## config.mk

```make
export PLATFORM = sky130hd
export DESIGN_NAME = controller
export DESIGN_NICKNAME = d
export VERILOG_FILES = /design/src/rtl/controller.sv
export SDC_FILE = /design/constraint.sdc
export NUM_CORES = 1
export LEC_CHECK = 0
export BUFFER_PORTS_ARGS = -buffer_cell sky130_fd_sc_hd__buf_2
export CAP_MARGIN = 15
export CORE_MARGIN = 2
export CORE_UTILIZATION = 35
export CTS_BUF_LIST = sky130_fd_sc_hd__clkbuf_8
export DETAILED_ROUTE_END_ITERATION = 10
export PLACE_DENSITY = 0.82
export SYNTH_ARGS = -nofsm -noshare
export SYNTH_HDL_FRONTEND = slang
export SYNTH_SLANG_ARGS = --single-unit
```

## constraint.sdc

```tcl
create_clock -name clk -period 1.2 [get_ports clk]
set_input_delay 0.18 -clock clk [delete_from_list [all_inputs] [get_ports clk]]
set_output_delay 0.18 -clock clk [all_outputs]
set_load 0.03 [all_outputs]
```

## src/rtl/controller.sv

```systemverilog
// Instruction decoder for the 5-stage MIPS pipeline: combinational datapath controls and hazard
// timing, plus a sticky flag that remembers any unsupported instruction seen since reset.
module controller (
    input  logic        clk,
    input  logic        rst_n,
    input  logic [31:0] instruc,
    output logic [3:0]  AluCtrl,
    output logic        AluSrc,
    output logic        ExtOp,
    output logic        RegWrite,
    output logic [1:0]  RegDst,
    output logic [1:0]  MemtoReg,
    output logic        MemWrite,
    output logic        Branch,
    output logic        Jump,
    output logic        JumpReg,
    output logic [1:0]  Tuse_rs,
    output logic [1:0]  Tuse_rt,
    output logic [1:0]  Tnew_E,
    output logic        illegal,
    output logic        illegal_seen
);

    localparam logic [5:0] OP_RTYPE = 6'b000000;
    localparam logic [5:0] OP_ORI   = 6'b001101;
    localparam logic [5:0] OP_LW    = 6'b100011;
    localparam logic [5:0] OP_SW    = 6'b101011;
    localparam logic [5:0] OP_BEQ   = 6'b000100;
    localparam logic [5:0] OP_LUI   = 6'b001111;
    localparam logic [5:0] OP_J     = 6'b000010;
    localparam logic [5:0] OP_JAL   = 6'b000011;

    localparam logic [5:0] FN_ADDU  = 6'b100001;
    localparam logic [5:0] FN_SUBU  = 6'b100011;
    localparam logic [5:0] FN_JR    = 6'b001000;

    localparam logic [3:0] ALU_ADD  = 4'd0;
    localparam logic [3:0] ALU_SUB  = 4'd1;
    localparam logic [3:0] ALU_OR   = 4'd2;
    localparam logic [3:0] ALU_LUI  = 4'd3;

    localparam logic [1:0] T_UNUSED = 2'd3;

    logic [5:0] op;
    logic [5:0] funct;

    assign op    = instruc[31:26];
    assign funct = instruc[5:0];

    always_comb begin
        AluCtrl  = ALU_ADD;
        AluSrc   = 1'b0;
        ExtOp    = 1'b0;
        RegWrite = 1'b0;
        RegDst   = 2'd0;
        MemtoReg = 2'd0;
        MemWrite = 1'b0;
        Branch   = 1'b0;
        Jump     = 1'b0;
        JumpReg  = 1'b0;
        Tuse_rs  = T_UNUSED;
        Tuse_rt  = T_UNUSED;
        Tnew_E   = 2'd0;
        illegal  = 1'b0;

        case (op)
            OP_RTYPE: begin
                // The all-zero word is nop; any other funct-0 encoding (e.g. a real sll) is rejected.
                if (instruc != 32'd0) begin
                    case (funct)
                        FN_ADDU: begin
                            AluCtrl  = ALU_ADD;
                            RegWrite = 1'b1;
                            RegDst   = 2'd1;
                            Tuse_rs  = 2'd1;
                            Tuse_rt  = 2'd1;
                            Tnew_E   = 2'd1;
                        end
                        FN_SUBU: begin
                            AluCtrl  = ALU_SUB;
                            RegWrite = 1'b1;
                            RegDst   = 2'd1;
                            Tuse_rs  = 2'd1;
                            Tuse_rt  = 2'd1;
                            Tnew_E   = 2'd1;
                        end
                        FN_JR: begin
                            JumpReg  = 1'b1;
                            Tuse_rs  = 2'd0;
                        end
                        default: illegal = 1'b1;
                    endcase
                end
            end
            OP_ORI: begin
                AluCtrl  = ALU_OR;
                AluSrc   = 1'b1;
                RegWrite = 1'b1;
                Tuse_rs  = 2'd1;
                Tnew_E   = 2'd1;
            end
            OP_LW: begin
                AluSrc   = 1'b1;
                ExtOp    = 1'b1;
                RegWrite = 1'b1;
                MemtoReg = 2'd1;
                Tuse_rs  = 2'd1;
                Tnew_E   = 2'd2;
            end
            OP_SW: begin
                AluSrc   = 1'b1;
                ExtOp    = 1'b1;
                MemWrite = 1'b1;
                Tuse_rs  = 2'd1;
                Tuse_rt  = 2'd2;
            end
            OP_BEQ: begin
                Branch   = 1'b1;
                AluCtrl  = ALU_SUB;
                ExtOp    = 1'b1;
                Tuse_rs  = 2'd0;
                Tuse_rt  = 2'd0;
            end
            OP_LUI: begin
                AluCtrl  = ALU_LUI;
                AluSrc   = 1'b1;
                RegWrite = 1'b1;
                Tnew_E   = 2'd1;
            end
            OP_J: begin
                Jump     = 1'b1;
            end
            OP_JAL: begin
                // Link value PC+8 is already available, so it forwards as soon as it reaches E.
                Jump     = 1'b1;
                RegWrite = 1'b1;
                RegDst   = 2'd2;
                MemtoReg = 2'd2;
            end
            default: illegal = 1'b1;
        endcase
    end

    always_ff @(posedge clk or negedge rst_n) begin
        if (!rst_n) begin
            illegal_seen <= 1'b0;
        end else if (illegal) begin
            illegal_seen <= 1'b1;
        end
    end

endmodule

```

==> results of run 1 <==
kinds of logic after synthesis:
| kind of cell | Yosys count |
|---|---|
| flip-flops | 1 |
| AO/OA/AOI/OAI | 13 |
| AND/OR/NAND/NOR | 51 |
| other | 1 |
| multiplexers | 1 |
| buffers and inverters | 6 |
metrics by stage:
step,cells,instance area (sq um)
floorplan,74,611
global placement,161,1020
detailed placement,161,1020
==> results.toml, run 1 <==
[synth]
syn_inst = 73
synth-xor-area-share_pct = 0
synth_area_leaders = "nor2_1 (6.4%), buf_6 (6.4%), nor4_1 (6.0%)"
yosysTopAreaCellShare_pct = 6.44
synth_most_common_cell = "nor2_1"
synth-seq-cells = 1
synthTopCellsByCount = "nor2_1 (9), nand2_1 (6), nor4_1 (5), nand3_1 (4), nor3_1 (4)"
synth_edf_count = 0
netlist_area_sq_um = 524
ys.flop_type = "dfrtp_1"
yosys_warnings = 0
synthAdderAreaFrac_pct = 0
synth-simple-area-share_pct = 62.3
ys_seq_area_share_pct = 4.77
yosysTopAreaCell = "nor2_1"
synthArstFlopShare_pct = 100
syn_avg_cell_area_sq_um = 7.18
synth_top_family_by_area = "simple AND/OR/NAND/NOR gates"
yosysUniqueCellTypes = 40
synth-compound-area-share_pct = 19.8
synth.area.mux_share_pct = 2.15

[clocking]
hold_buffers = 1
cts_resized = 79
postCtsSetupBuffers = 8

[floorplanning]
rows = 13
die_w_microns = 42.7
ioPinCount = 57
die-height_microns = 42.7
initial_utilization_pct = 38.8

[outcome]
haltStage = "4_1_cts"
tool.error = "[ERROR DPL-0038] Utilization greater than 100%, impossible to legalize"
status = "did not finish"

[place]
globalplace.congestion = 0.823
dp_slack_ps = -294
port_buffers = 54
dpl.hpwl_microns = 1820
==> run 2, diff against run 1 <==
Settings changed: CORE_AREA set to 2 2 63 65, CORE_MARGIN 2 to unset, CORE_UTILIZATION 35 to unset, CTS_BUF_LIST sky130_fd_sc_hd__clkbuf_8 to unset, DIE_AREA set to 0 0 65 67, PLACE_DENSITY 0.82 to unset, PLACE_DENSITY_LB_ADDON set to 0.15.
==> results.toml, run 2 <==
[worst_hold_path]
holdPathEnd = "illegal_seen"
whs_path_depth = 2
min_from = "illegal_seen"
hold_path_class = "reg2reg"

[detailed_routing]
routedWlPerCell_microns = 11.3
routed-wl-met3_microns = 90
firstDrtPassIters = 3
wl_met2_microns = 1260
final_antenna_net_count = 0
viasPerCell = 4.21
met1_length_microns = 939
wirelength_microns = 2290
vias = 850
drc = 0
drtIter0Drc = 19
top_layer = "met3"

[synth]
synth-seq-cells = 1
synthTopCellsByCount = "nor2_1 (9), nand2_1 (6), nor4_1 (5), nand3_1 (4), nor3_1 (4)"
syn_inst = 73
netlist_area_sq_um = 524
ys_seq_area_share_pct = 4.77
synth_edf_count = 0
synth_area_leaders = "nor2_1 (6.4%), buf_6 (6.4%), nor4_1 (6.0%)"
yosysUniqueCellTypes = 40
ys.flop_type = "dfrtp_1"
yosysTopAreaCellShare_pct = 6.44
syn_avg_cell_area_sq_um = 7.18
synthArstFlopShare_pct = 100
yosysTopAreaCell = "nor2_1"
yosys_warnings = 0
synth_most_common_cell = "nor2_1"

[clocking]
insertion_delay_ps = 0
clkTransAtPathRegs_ps = 0

[floorplanning]
coreArea_sq_um = 3610
die-height_microns = 67
die_area_sq_um = 4360
rows = 22
die_w_microns = 65
ioPinCount = 57
initial_utilization_pct = 14.5

[outcome]
status = "finished, violations left"
violations = "setup timing"

[critical_path]
path_cells = "buf_2 -> nor4_1 -> nand4_1 -> o211ai_2 -> nand3b_1 -> buf_6"
worstSetupPathType = "in2out"
cp_slowest_stage_delay_ps = 280
rrSetupSlack_ps = 530
r2r_end = "illegal_seen"
crit_required_ps = 1020
worstRegToRegCells = 2
endpoint_kind = "output pin"
slowest_stage = "nor4_1"
critPathLaunchType = "input port"
r2r-start = "illegal_seen"
cp.arrival_ps = 1190
crit_fanout = 2

[layout]
top_regs = "illegal_seen: 1 flops"
final_cell_mix = "buf_6 (28), buf_4 (27), buf_2 (24)"
layout-drive-gt1-share_pct = 81.8
fin_cells = 202
area_growth_pct = 180
final_common_cell = "buf_6"
largest-register = "illegal_seen"
largest_reg_flops = 1
nNetsFinal = 190
n_antenna_cell = 0

[global_route]
overflow = 0
grt_first_pass_wirelength_microns = 3730
grt_max_degree = 8
grt_antenna_before_repair = 0
grt_usage_pct = 10.6
grt_pass1_vias = 849

[place]
dpl.hpwl_microns = 1830
port_buffers = 54
globalplace.congestion = 0.731
place_inst = 196

[timing]
post-route-period-util_pct = 114
finalSetupViolCount = 16
fin_ws_ps = -165
fin_crit_ps = 1370
grt_setup_unrepaired = "yes"
fmax_mhz = 732
finalSetupTns_ps = -1280
hold_violations = 0
final_max_slew_viol_count = 0
fin_worst_skew_ps = 0

[power_and_ir_drop]
power_density_nw_per_um2 = 279
power.leakage_nw = 0.634
ir_drop_mv = 0.154
fin_total_pwr_uw = 411

[job]
maxCapViolCount = 0
-- run 2: cell counts after synthesis --
Identical to the previous run, type by type.
-- run 2: critical path, delay by kind of cell --
kind,cells,cell delay [ps]
AO/OA/AOI/OAI,1,210
buffers and inverters,2,250
AND/OR/NAND/NOR,3,550
-- run 2: worst max path at each step --
stage / from / to / slack, ps / cells after the start
6_report: instruc[9] / illegal / -170 / 6
5_1_grt: instruc[29] / AluCtrl[0] / -240 / 6
4_1_cts: instruc[28] / AluCtrl[0] / -200 / 6
3_5_place_dp: instruc[28] / AluCtrl[0] / -280 / 6
3_3_place_gp: instruc[3] / AluCtrl[0] / -260 / 6
2_1_floorplan: instruc[26] / Tuse_rt[0] / -110 / 5
-- run 2: cells by family after synthesis --
kind of cell	count (synthesis)	share of synthesized area, %
multiplexers	1	2.15
buffers and inverters	6	10.3
AO/OA/AOI/OAI	13	19.8
other	1	0.715
flip-flops	1	4.77
AND/OR/NAND/NOR	51	62.3
-- run 2: timing repair --
| action | in CTS | in global routing |
|---|---|---|
| setup endpoints to repair | 21 | 21 |
| hold endpoints to repair | 1 | 0 |
| hold buffers | 1 | 0 |
| gates resized for setup | 74 | 21 |
| pin swaps | 19 | 9 |
| buffers inserted | 6 | 4 |
-- run 2: stage by stage --
stage / worst slack [ps] / instance area [sq um] / hold WS, ps / utilization [%]
4_1_cts: -205 / 1390 / 470 / 38.5
5_1_grt: -236 / 1470 / 479 / 40.7
3_3_place_gp: -264 / 1080 / -43.4 / 29.9
2_1_floorplan: -112 / 611 / -116 / -
3_5_place_dp: -277 / 1080 / -41.8 / 29.9
6_report: -165 / 1470 / 464 / 40.7
-- run 2: power by group --
part	switching [mW]	leakage (nW)	internal [mW]	total, mW
clock network	0	0	0	0
registers	0	0.00875	0.0343	0.0343
logic	0.170	0.625	0.206	0.376
total	0.170	0.634	0.240	0.411
-- run 2: routing by layer --
metal | vias up | global-route usage, %
met4 | 0 | 0
met5 | - | 0
met3 | 0 | 0.676
met1 | 396 | 12.5
met2 | 20 | 21.8
li1 | 434 | -
-- run 2: cell type report --
type                            count  area (sq um)
Timing Repair Buffer               86           743
Multi-Input combinational cell     67           641
Tap cell                           48          60.1
Fill cell                         383          2140
Sequential cell                     1          25.0
(Power assumes the default switching activity.)
